===== src/rtl/core_pkg.sv =====
// Shared RV32I control definitions: opcodes, ALU op encodings, datapath selects, FSM states.
// MAIN_FSM_ILLEGAL_TRAP_EN adds the TRAP state to main_state_t.
package core_pkg;

  localparam logic [6:0] OP_LOAD   = 7'b0000011;
  localparam logic [6:0] OP_STORE  = 7'b0100011;
  localparam logic [6:0] OP_RTYPE  = 7'b0110011;
  localparam logic [6:0] OP_ITYPE  = 7'b0010011;
  localparam logic [6:0] OP_BRANCH = 7'b1100011;
  localparam logic [6:0] OP_JAL    = 7'b1101111;

  localparam logic [1:0] ALUOP_ADD   = 2'b00;
  localparam logic [1:0] ALUOP_SUB   = 2'b01;
  localparam logic [1:0] ALUOP_FUNCT = 2'b10;

  localparam logic [1:0] SRCA_PC     = 2'b00;
  localparam logic [1:0] SRCA_OLD_PC = 2'b01;
  localparam logic [1:0] SRCA_RD1    = 2'b10;

  localparam logic [1:0] SRCB_RD2    = 2'b00;
  localparam logic [1:0] SRCB_IMM    = 2'b01;
  localparam logic [1:0] SRCB_FOUR   = 2'b10;

  localparam logic [1:0] RES_ALU_OUT    = 2'b00;
  localparam logic [1:0] RES_READ_DATA  = 2'b01;
  localparam logic [1:0] RES_ALU_RESULT = 2'b10;

  localparam logic ADR_PC     = 1'b0;
  localparam logic ADR_RESULT = 1'b1;

  typedef enum logic [3:0] {
    S_FETCH    = 4'd0,
    S_DECODE   = 4'd1,
    S_MEMADR   = 4'd2,
    S_MEMREAD  = 4'd3,
    S_MEMWB    = 4'd4,
    S_MEMWRITE = 4'd5,
    S_EXECUTER = 4'd6,
    S_EXECUTEI = 4'd7,
    S_ALUWB    = 4'd8,
    S_BEQ      = 4'd9,
    S_JAL      = 4'd10
`ifdef MAIN_FSM_ILLEGAL_TRAP_EN
    , S_TRAP   = 4'd11
`endif
  } main_state_t;

endpackage


===== src/rtl/main_fsm_opcode_class.sv =====
// Combinational opcode classifier: one-hot instruction class from instr[6:0].
module opcode_class
  import core_pkg::*;
(
  input  logic [6:0] op,
  output logic       is_load,
  output logic       is_store,
  output logic       is_r,
  output logic       is_i,
  output logic       is_beq,
  output logic       is_jal,
  output logic       is_illegal
);

  always_comb begin
    is_load    = (op == OP_LOAD);
    is_store   = (op == OP_STORE);
    is_r       = (op == OP_RTYPE);
    is_i       = (op == OP_ITYPE);
    is_beq     = (op == OP_BRANCH);
    is_jal     = (op == OP_JAL);
    is_illegal = !(is_load || is_store || is_r || is_i || is_beq || is_jal);
  end

endmodule


===== src/rtl/main_fsm.sv =====
// Multi-cycle RV32I control FSM feeding alu_decoder and the datapath muxes/strobes.
// Define MAIN_FSM_ILLEGAL_TRAP_EN to trap (and flag) unsupported opcodes instead of skipping them.
module main_fsm
  import core_pkg::*;
#(
  parameter int CNT_W = 32
) (
  input  logic             clk,
  input  logic             rst_n,
  input  logic [6:0]       op,
  input  logic             mem_ready,
  output logic [1:0]       alu_op,
  output logic [1:0]       alu_src_a,
  output logic [1:0]       alu_src_b,
  output logic [1:0]       result_src,
  output logic             adr_src,
  output logic             ir_write,
  output logic             pc_update,
  output logic             branch,
  output logic             reg_write,
  output logic             mem_write,
  output logic             illegal_op,
  output logic [CNT_W-1:0] instr_retired,
  output main_state_t      dbg_state
);

  localparam logic [CNT_W-1:0] CNT_ONE = CNT_W'(1);

  main_state_t      state;
  logic [CNT_W-1:0] retired;
  logic             is_load, is_store, is_r, is_i, is_beq, is_jal, is_illegal;

  opcode_class u_class (
    .op         (op),
    .is_load    (is_load),
    .is_store   (is_store),
    .is_r       (is_r),
    .is_i       (is_i),
    .is_beq     (is_beq),
    .is_jal     (is_jal),
    .is_illegal (is_illegal)
  );

`ifdef MAIN_FSM_ILLEGAL_TRAP_EN
  logic illegal_q;
`endif

  // Memory handshake: an access is issued by holding the address/strobes steady in a
  // memory state; it completes on the first rising edge where mem_ready=1, and the FSM
  // holds every output unchanged until then.
  always_ff @(posedge clk) begin
    if (!rst_n) begin
      state   <= S_FETCH;
      retired <= '0;
`ifdef MAIN_FSM_ILLEGAL_TRAP_EN
      illegal_q <= 1'b0;
`endif
    end else begin
      case (state)
        S_FETCH:    if (mem_ready) state <= S_DECODE;
        S_DECODE: begin
          if (is_illegal) begin
`ifdef MAIN_FSM_ILLEGAL_TRAP_EN
            state     <= S_TRAP;
            illegal_q <= 1'b1;
`else
            state   <= S_FETCH;
            retired <= retired + CNT_ONE;
`endif
          end else if (is_load || is_store) state <= S_MEMADR;
          else if (is_r)                    state <= S_EXECUTER;
          else if (is_i)                    state <= S_EXECUTEI;
          else if (is_beq)                  state <= S_BEQ;
          else if (is_jal)                  state <= S_JAL;
          else                              state <= S_FETCH;
        end
        S_MEMADR:   state <= is_load ? S_MEMREAD : S_MEMWRITE;
        S_MEMREAD:  if (mem_ready) state <= S_MEMWB;
        S_MEMWRITE: begin
          if (mem_ready) begin
            state   <= S_FETCH;
            retired <= retired + CNT_ONE;
          end
        end
        S_EXECUTER, S_EXECUTEI, S_JAL: state <= S_ALUWB;
        S_MEMWB, S_ALUWB, S_BEQ: begin
          state   <= S_FETCH;
          retired <= retired + CNT_ONE;
        end
`ifdef MAIN_FSM_ILLEGAL_TRAP_EN
        S_TRAP:     state <= S_TRAP;
`endif
        default:    state <= S_FETCH;
      endcase
    end
  end

  // Moore decode; FETCH ir_write/pc_update and MEMWRITE's hold follow mem_ready.
  always_comb begin
    alu_op     = ALUOP_ADD;
    alu_src_a  = SRCA_PC;
    alu_src_b  = SRCB_RD2;
    result_src = RES_ALU_OUT;
    adr_src    = ADR_PC;
    ir_write   = 1'b0;
    pc_update  = 1'b0;
    branch     = 1'b0;
    reg_write  = 1'b0;
    mem_write  = 1'b0;
    if (rst_n) begin
      case (state)
        S_FETCH: begin
          alu_src_b  = SRCB_FOUR;
          result_src = RES_ALU_RESULT;
          ir_write   = mem_ready;
          pc_update  = mem_ready;
        end
        S_DECODE: begin
          alu_src_a = SRCA_OLD_PC;
          alu_src_b = SRCB_IMM;
        end
        S_MEMADR: begin
          alu_src_a = SRCA_RD1;
          alu_src_b = SRCB_IMM;
        end
        S_MEMREAD:  adr_src = ADR_RESULT;
        S_MEMWB: begin
          result_src = RES_READ_DATA;
          reg_write  = 1'b1;
        end
        S_MEMWRITE: begin
          adr_src   = ADR_RESULT;
          mem_write = 1'b1;
        end
        S_EXECUTER: begin
          alu_src_a = SRCA_RD1;
          alu_op    = ALUOP_FUNCT;
        end
        S_EXECUTEI: begin
          alu_src_a = SRCA_RD1;
          alu_src_b = SRCB_IMM;
          alu_op    = ALUOP_FUNCT;
        end
        S_ALUWB:    reg_write = 1'b1;
        S_BEQ: begin
          alu_src_a = SRCA_RD1;
          alu_op    = ALUOP_SUB;
          branch    = 1'b1;
        end
        S_JAL: begin
          alu_src_a = SRCA_OLD_PC;
          alu_src_b = SRCB_FOUR;
          pc_update = 1'b1;
        end
        default: ;
      endcase
    end
  end

  assign instr_retired = rst_n ? retired : '0;
  assign dbg_state     = rst_n ? state : S_FETCH;
`ifdef MAIN_FSM_ILLEGAL_TRAP_EN
  assign illegal_op    = rst_n & illegal_q;
`else
  assign illegal_op    = 1'b0;
`endif

endmodule


===== config.mk =====
export PLATFORM = sky130hd
export DESIGN_NAME = main_fsm
export DESIGN_NICKNAME = d
export VERILOG_FILES = /design/src/rtl/core_pkg.sv /design/src/rtl/main_fsm_opcode_class.sv /design/src/rtl/main_fsm.sv
export SDC_FILE = /design/constraint.sdc
export NUM_CORES = 1
export LEC_CHECK = 0
export ABC_AREA = 1
export CORE_ASPECT_RATIO = 0.5
export CORE_MARGIN = 2
export CORE_UTILIZATION = 30
export CTS_CLUSTER_SIZE = 10
export DETAILED_ROUTE_END_ITERATION = 8
export HOLD_SLACK_MARGIN = 0.15
export PLACE_DENSITY = 0.58
export SLEW_MARGIN = 20
export SYNTH_ARGS = -nofsm -noshare
export SYNTH_HDL_FRONTEND = slang
export SYNTH_SLANG_ARGS = --single-unit

===== constraint.sdc =====
create_clock -name clk -period 3.28 [get_ports clk]
set_input_delay 0.656 -clock clk [delete_from_list [all_inputs] [get_ports clk]]
set_output_delay 0.656 -clock clk [all_outputs]
set_load 0.05 [all_outputs]

; ---- Word level (Yosys, flattened, before mapping)
; Index checks and enable logic that the tools add are counted.
[op_classes]
n_addsub = 1
mul = 0
n_div = 0
magnitude_cmp = 0
n_eq_ne = 20
shift = 0
muxes = 36
n_bitwise = 0
n_reduce_logical = 18
[op_table]
columns = cell, n
row1 = two-way mux 32 bit, 3
row2 = one-hot mux 32 bit (3 select lines), 1
row3 = two-way mux 4 bit, 10
row4 = adder 32 x 1 -> 32 bit (second input constant), 1
row5 = one-hot mux 4 bit (6 select lines), 1
row6 = equality test 4 x 3 -> 1 bit (second input constant), 4
row7 = one-hot mux 2 bit (2 select lines), 4
row8 = equality test 7 x 6 -> 1 bit (second input constant), 2
row9 = equality test 7 bit (second input constant), 2
row10 = equality test 4 bit (second input constant), 3
row11 = two-way mux 1 bit, 11
row12 = OR reduction 2 bit, 5
row13 = OR reduction 3 bit, 3
row14 = equality test 4 x 2 -> 1 bit (second input constant), 2
row15 = two-way mux 2 bit, 4
row16 = inequality test 2 bit (second input constant), 4
row17 = equality test 7 x 2 -> 1 bit (second input constant), 1
row18 = equality test 7 x 5 -> 1 bit (second input constant), 1
row19 = AND reduction 3 bit, 2
row20 = logical OR 1 bit, 5
row21 = equality test 4 x 1 -> 1 bit (second input constant), 1
row22 = logical NOT 4 bit, 1
row23 = OR reduction 4 bit, 1
row24 = two-way mux 3 bit, 1
row25 = 2 further kinds, 2
[word_totals]
register_bits = 36
latchBits = 0
ram_bits = 0
mem_bits_ro = 0
output_inout_bits = 51
mem_count = 0

; ---- Depth between registers and ports, before layout
; Gate-level depths: netlist of the first run.
[logic_depth]
depth_word = 8
ltp_mapped = 11
ltp_nobuf = 10

; ---- By module
; A second synthesis of the first run with hierarchy kept.
[hier_totals]
cells_unflattened = 484
hier_area_um2 = 2740.1
[by_module_without_submodules]
columns = mod, n_inst, cells_each, area_per_inst_um2
row1 = main_fsm, 1, 462, 2647.5
row2 = opcode_class, 1, 22, 92.6

; ---- Worst setup path after synthesis of the first run
; Ideal clock, no wire load.
[synth_path]
path_type = in2out
from = input rst_n
to = output alu_op[0]
t_arrival_ns = 2.245
path_slack_ns = 0.379
cell_stages = 4
n_path_buf = 2
path_cell_list = clkbuf_1 > inv_1 > buf_2 > nor3_1
[synth_between]
elab_chain_len = 1
[synth_lines]
columns = item, line
row1 = start: declaration, main_fsm.sv:9  ; input logic rst_n,
row2 = two-way mux 2 bit, main_fsm.sv:110  ; if (rst_n) begin
row3 = end: declaration, main_fsm.sv:12  ; output logic [1:0] alu_op,
; Every way passes these cells.

; ---- Worst setup path after layout of the first run
; Ends and elaborated chain as after synthesis.

==> results of run 1 <==
synthesized netlist by cell type:
cell      instances
nand3b_1         12
nand2_2          20
buf_1             1
o31ai_1           1
ha_1              1
nor2_2            6
nand4_1           6
nand3_2           2
nand2_4           2
buf_6             3
xor2_1            3
nor3_1            7
buf_2             4
inv_1            70
nor2_8            1
buf_8             1
nand2_1         188
a21oi_4           1
buf_4             2
a21oi_1          17
o21ai_1           3
nand3_4           1
dfxtp_1          36
nor2_1           60
a31oi_1           1
nand3_1          28
o21ai_0          13
a21oi_2          18
xnor2_1           4
inv_2             8
o21ai_4           1
conb_1            1
o211ai_1          1
nor2_4            2
clkbuf_1          7
worst min-delay path, stage by stage, from the launching register on:
cell,delay (ns)
dfxtp_1,0.34
nand2_1,0.07
a21oi_1,0.06
metal layers:
layer	vias up	share of wire [%]
li1	1740	-
met1	1426	51
met2	68	42
met3	2	6.6
met4	0	0.44
met5	-	0
stage by stage:
stage          utilization, %  total power, W  instance area (um^2)  worst slack (ns)  hold slack (ns)
2_1_floorplan               -        0.000627                  3080             0.379            0.476
3_5_place_dp             42.0        0.000692                  4240             0.494            0.503
6_report                 43.6         0.00122                  4400             0.699            0.519
3_3_place_gp             42.0        0.000691                  4240             0.526            0.498
4_1_cts                  43.6         0.00124                  4400             0.669            0.512
5_1_grt                  43.6         0.00127                  4400             0.597            0.553
power by group through the flow:
stage	Clock [W]	Combinational (W)	Sequential, W
2_1_floorplan	0	0.000166	0.000461
3_3_place_gp	0	0.000228	0.000463
3_5_place_dp	0	0.000229	0.000463
4_1_cts	0.000552	0.000229	0.000454
5_1_grt	0.000575	0.000245	0.000455
6_report	0.000542	0.000228	0.000454
area by class of cell:
cell class / instances / area (um^2) / share of cell area (%)
Multi-Input combinational cell: 400 / 1950 / 44.4
Timing Repair Buffer: 63 / 1100 / 24.9
Sequential cell: 36 / 721 / 16.4
Inverter: 78 / 293 / 6.65
Tap cell: 140 / 175 / 3.98
Clock buffer: 6 / 129 / 2.93
Clock inverter: 2 / 35.0 / 0.796
flip-flops by register name (all words and copies together) (netlist names):
name and flops:
retired 32, state 4
cell usage in the layout (no fill, tap or decap), drive strengths merged:
| cell type | instances |
|---|---|
| nand2 | 210 |
| inv | 78 |
| nor2 | 69 |
| buf | 54 |
| dfxtp | 36 |
| a21oi | 36 |
| nand3 | 31 |
| o21ai | 17 |
| nand3b | 12 |
| clkdlybuf4s50 | 9 |
| nor3 | 7 |
| nand4 | 6 |
| clkbuf | 6 |
| xnor2 | 4 |
| xor2 | 3 |
| o31ai | 1 |
| a31oi | 1 |
| o211ai | 1 |
| ha | 1 |
| conb | 1 |
| clkinv | 1 |
| bufinv | 1 |
worst paths after layout:
path	start	end	slack, ns	cells after the start
min	retired[29]	retired[29]	0.52	2
min reg2reg	retired[29]	retired[29]	0.52	2
max	rst_n	alu_op[0]	0.70	4
max reg2reg	state[0]	retired[0]	1.22	7
cells by family (layout without fill, tap and decap cells):
logic type      Yosys count  after routing  synth area share (%)
compound gates           56             56                  12.2
buf+inv                  96            149                  13.2
flops                    36             36                  23.4
other cells               1              1                 0.122
fa+ha+maj                 1              1                 0.406
simple gates            335            335                  48.7
xor+xnor                  7              7                  1.99
==> impl_summary.log, run 1 <==
[metrics] core box area: 0.0101 mm^2
[metrics] post-DP HPWL: 6350 um
[metrics] internal power summed over all cells: 0.000878 W
[metrics] number of inserted diodes: 0
[metrics] largest net degree at the start of global routing: 35
[metrics] number of core rows: 26
[metrics] Yosys Warn Count: 0
[metrics] number of top-level pins: 61
[metrics] number of buffers on the longest clock path: 2
[metrics] DR vias: 3236
[metrics] Clock power frac: 44.3%
[metrics] met1 Usage GRT: 21.8%
[metrics] final standard cell count with taps included and fillers excluded: 725
[metrics] first-pass GRT wire length: 14100 um
[metrics] number of buffers inserted during clock tree synthesis: 5
[metrics] die outline width: 147 um
[metrics] Filler cells: 1075
[metrics] initial core utilization: 30.5%
[metrics] fraction of layout cells with a size suffix above 1: 21.0%
[metrics] routability congestion estimate from global placement: 0.899
[metrics] final cycle utilization of the critical path: 78.7%
[metrics] CTS clock-pin slew for the worst setup and hold paths: 0.05 ns
[metrics] DP Cell Count: 717
[metrics] syn_area_per_cell: 5.79 um^2
[metrics] category of the worst setup path launch point: primary input
[metrics] count of cell types in the netlist: 35
[metrics] Post-CTS Hold Buffers: 0
[metrics] DRT Pass-1 Iters: 4
[metrics] Resized Gates After CTS: 0
[metrics] total global routing overflow: 0
[metrics] busiest layer in global routing: met2
[metrics] critical path class: in2out
[metrics] Post-Route Setup TNS: 0 ns
[metrics] Buf+Inv Stages, Crit Path: 3
[metrics] mapped cell area: 0.00308 mm^2
[metrics] largest area contributor in the netlist: dfxtp_1
[metrics] post-detailed-route via-to-cell ratio: 4.46
[metrics] final number of setup-violating endpoints: 0
[metrics] Final Critical Period: 2.58 ns
[metrics] Highest Clock Rate: 0.387 GHz
[metrics] data required time of the worst path: 2.62 ns
[metrics] post-CTS setup-driven buffer insertion count: 0
[metrics] y dimension of the die: 75.7 um
[metrics] main area contributors after synthesis: dfxtp_1 23%, nand2_1 23%, inv_1 8.5%, nor2_1 7.3%, a21oi_2 5.1%
[metrics] headroom to the max-slew limit: 54.9%
[metrics] switching part of the total: 28.3%
[metrics] slowest cell on the critical path: clkdlybuf4s50_1
[metrics] net switching power of the design: 0.000346 W
[metrics] maximum resistive drop on vdd: 0.000164 V
[metrics] Area growth, synth to finish: 42.9%
[metrics] Synth Net Count: 543
[metrics] arrival time worst endpoint: 1.92 ns
[metrics] peak fanout along the critical path: 12
[metrics] leakage power figure: 1.83 nW
[metrics] global-route track usage on met3: 3.53%
[metrics] Max Cap Violations: 0
[metrics] root buffer cell: clkbuf_16
[metrics] GR met2 Demand/Resource: 25.5%
[metrics] class of the tightest hold or removal check: reg2reg
[metrics] final-report max-slew violation count: 0
[metrics] number of sinks driven by the clock tree: 36
[metrics] final-report hold violation count: 0
[metrics] Flop pwr share: 37.1%
[metrics] average routed wire per standard cell: 11.4 um
[metrics] Post-DRT Antenna Nets: 0
[metrics] number of nets in the final layout: 595
[metrics] area share of the largest cell type after synthesis: 23.4%
[metrics] count of state elements after synthesis: 36
[metrics] H-tree levels: 2
[metrics] remaining routing DRC violations: 0
[metrics] pin slew with the least headroom to its limit: 0.674 ns
[metrics] area enclosed by the die boundary: 0.0111 mm^2
[metrics] Post-Route Skew: 0.00452 ns
[metrics] antenna violations before repair: 0
[metrics] Port Buf Inserts: 59
[metrics] cells along the critical path: clkdlybuf4s50_1 > inv_1 > nor3_1 > buf_12
[metrics] overall routing resource usage: 15.7%
[metrics] Routed Wire Length: 8270 um
[metrics] register area share after synthesis: 23.4%
[metrics] number of global-route vias before repair: 2935
[metrics] Crit. End Element: output port
[metrics] Mapped Cells: 532
[metrics] CTS tree: built
[metrics] 1st-iter DRT viols: 186
[metrics] family of cells with the greatest summed delay on the critical path: buffers and inverters
[metrics] pwr/cell area: 278 mW/mm^2
[metrics] status: finished clean
[metrics] Comb power frac: 18.7%
[metrics] Worst path max stage delay: 0.50 ns
[metrics] clock latency reported for the late side of the worst-skew pair: 0.28 ns
[metrics] RSZ-0062 raised after global routing: no
Power figures use the tool's default switching activity.
==> run 2: changes to the inputs <==
- PLACE_DENSITY: 0.58 -> 0.6
- clock period: 3.28 -> 2.3 ns (I/O delays scaled with it)
==> impl_summary.log, run 2 (synthesis results as in run 1) <==
[metrics] Crit. End Element: output port
[metrics] Post-Route Skew: 0.00558 ns
[metrics] slowest cell on the critical path: clkdlybuf4s50_1
[metrics] Routed Wire Length: 8270 um
[metrics] Port Buf Inserts: 59
[metrics] Min-Delay Startpoint: retired[31]
[metrics] endpoint of the worst register-to-register path: retired[14]
[metrics] peak fanout along the critical path: 7
[metrics] RSZ-0062 raised after global routing: no
[metrics] die outline width: 147 um
[metrics] DR vias: 3281
[metrics] Max Cap Violations: 0
[metrics] total global routing overflow: 0
[metrics] maximum resistive drop on vdd: 0.000230 V
[metrics] class of the tightest hold or removal check: reg2reg
[metrics] largest registers in the final layout: retired: 32 flops, state: 4 flops
[metrics] Final Critical Period: 2.15 ns
[metrics] number of sinks driven by the clock tree: 36
[metrics] final-report hold violation count: 0
[metrics] Highest Clock Rate: 0.466 GHz
[metrics] leakage power figure: 1.87 nW
[metrics] number of top-level pins: 61
[metrics] Hold Crit Endpoint: retired[31]
[metrics] routability congestion estimate from global placement: 0.945
[metrics] category of the worst setup path launch point: primary input
[metrics] CTS clock-pin slew for the worst setup and hold paths: 0.05 ns
[metrics] antenna violations before repair: 0
[metrics] data required time of the worst path: 1.84 ns
[metrics] CTS tree: built
[metrics] number of inserted diodes: 0
[metrics] clock latency reported for the late side of the worst-skew pair: 0.28 ns
[metrics] pwr/cell area: 366 mW/mm^2
[metrics] area enclosed by the die boundary: 0.0111 mm^2
[metrics] register bank with the most flops: retired
[metrics] smallest setup slack after layout: 0.153 ns
[metrics] number of buffers inserted during clock tree synthesis: 5
[metrics] max reg flops: 32
[metrics] overall routing resource usage: 15.7%
[metrics] 1st-iter DRT viols: 136
[metrics] number of nets in the final layout: 602
[metrics] initial core utilization: 30.5%
[metrics] post-CTS setup-driven buffer insertion count: 0
[metrics] number of buffers on the longest clock path: 2
[metrics] remaining routing DRC violations: 0
[metrics] cells along the critical path: clkdlybuf4s50_1 > inv_1 > buf_4 > a21oi_1 > buf_12
[metrics] Resized Gates After CTS: 0
[metrics] Post-CTS Hold Buffers: 0
[metrics] number of core rows: 26
[metrics] arrival time worst endpoint: 1.69 ns
[metrics] Area growth, synth to finish: 45.0%
[metrics] average routed wire per standard cell: 11.3 um
[metrics] area of all placed cells without fillers: 0.00447 mm^2
[metrics] reg-to-reg critical path startpoint: retired[1]
[metrics] worst hold path cell count: 2
[metrics] H-tree levels: 2
[metrics] post-DP HPWL: 6470 um
[metrics] final hold slack: 0.509 ns
[metrics] root buffer cell: clkbuf_16
[metrics] post-detailed-route via-to-cell ratio: 4.50
[metrics] Worst Reg2Reg Path Length in Cells: 9
[metrics] worst slack at placement: 0.120 ns
[metrics] largest net degree at the start of global routing: 36
[metrics] post-detailed-placement cell area: 0.00434 mm^2
[metrics] status: finished clean
[metrics] top library cells by usage in the layout, fill and taps aside: 188 x nand2_1, 70 x inv_1, 60 x nor2_1
[metrics] final-report max-slew violation count: 0
[metrics] internal reg-to-reg setup slack: 0.57 ns
[metrics] most common cell after layout, fill and taps aside: nand2_1
[metrics] post-route core utilization: 44.3%
[metrics] Worst path max stage delay: 0.51 ns
[metrics] Post-DRT Antenna Nets: 0
[metrics] critical path class: in2out
[metrics] final cycle utilization of the critical path: 93.3%
[metrics] y dimension of the die: 75.7 um
[metrics] fraction of layout cells with a size suffix above 1: 21.7%
[metrics] final number of setup-violating endpoints: 0
[metrics] first-pass GRT wire length: 14200 um
[metrics] number of global-route vias before repair: 3052
[metrics] core box area: 0.0101 mm^2
[metrics] DRT Pass-1 Iters: 4
[run 2: changes by cell type in the layout (fill, tap and decap cells not counted)]
| cell | delta |
|---|---|
| buf_4 | +3 |
| clkbuf_1 | -1 |
| clkinv_2 | -1 |
| buf_12 | +4 |
| bufinv_16 | -1 |
[run 2: layout make-up]
class,instances,area [um^2]
multi-input combinational,400,1950
timing repair buffer,70,1200
fill,1070,5620
inverter,78,293
clock buffer,5,125
sequential,36,721
tap,140,175
[run 2: power by group]
| group | total, W | switching, W | internal [W] |
|---|---|---|---|
| clock network | 0.000625 | 0.000243 | 0.000383 |
| logic | 0.000366 | 0.000226 | 0.000140 |
| registers | 0.000644 | 0.0000111 | 0.000632 |
| total | 0.00163 | 0.000479 | 0.00116 |
[run 2: how the worst max path moves through the flow]
stage	depth (start not counted)	to	slack (ns)	startpoint
after global routing	7	alu_src_b[0]	0.06	state[3]
after global placement	5	reg_write	0.15	rst_n
after CTS	5	instr_retired[13]	0.14	rst_n
final	5	adr_src	0.15	rst_n
after floorplan	4	alu_op[0]	-0.21	rst_n
after detailed placement	9	retired[0]	0.12	op[6]
[run 2: routing by layer]
layer	GRT usage [%]	share of wire (%)	vias to the layer above	routed length [um]
met5	0	0	-	0
met4	3.31	0.76	0	63
met3	3.29	6.5	6	535
met2	26.3	42	85	3440
met1	21.2	51	1432	4230
li1	-	-	1758	-
[run 2: stage by stage]
step,setup TNS (ns),std cells,total power (W)
floorplan,-0.418,532,0.000894
global placement,0,724,0.00102
detailed placement,0,724,0.00102
CTS,0,729,0.00165
global route,0,729,0.00170
finish,0,729,0.00163
[run 2: critical path, delay by kind of cell]
family,cells,cell delay [ns]
buf+inv,4,0.99
compound gates,1,0.25
==> run 3: changes to the inputs <==
- SKIP_LAST_GASP: default -> 1
==> results of run 3 <==
Same layout as run 2: the final DEF is identical, and so are final timing and power.
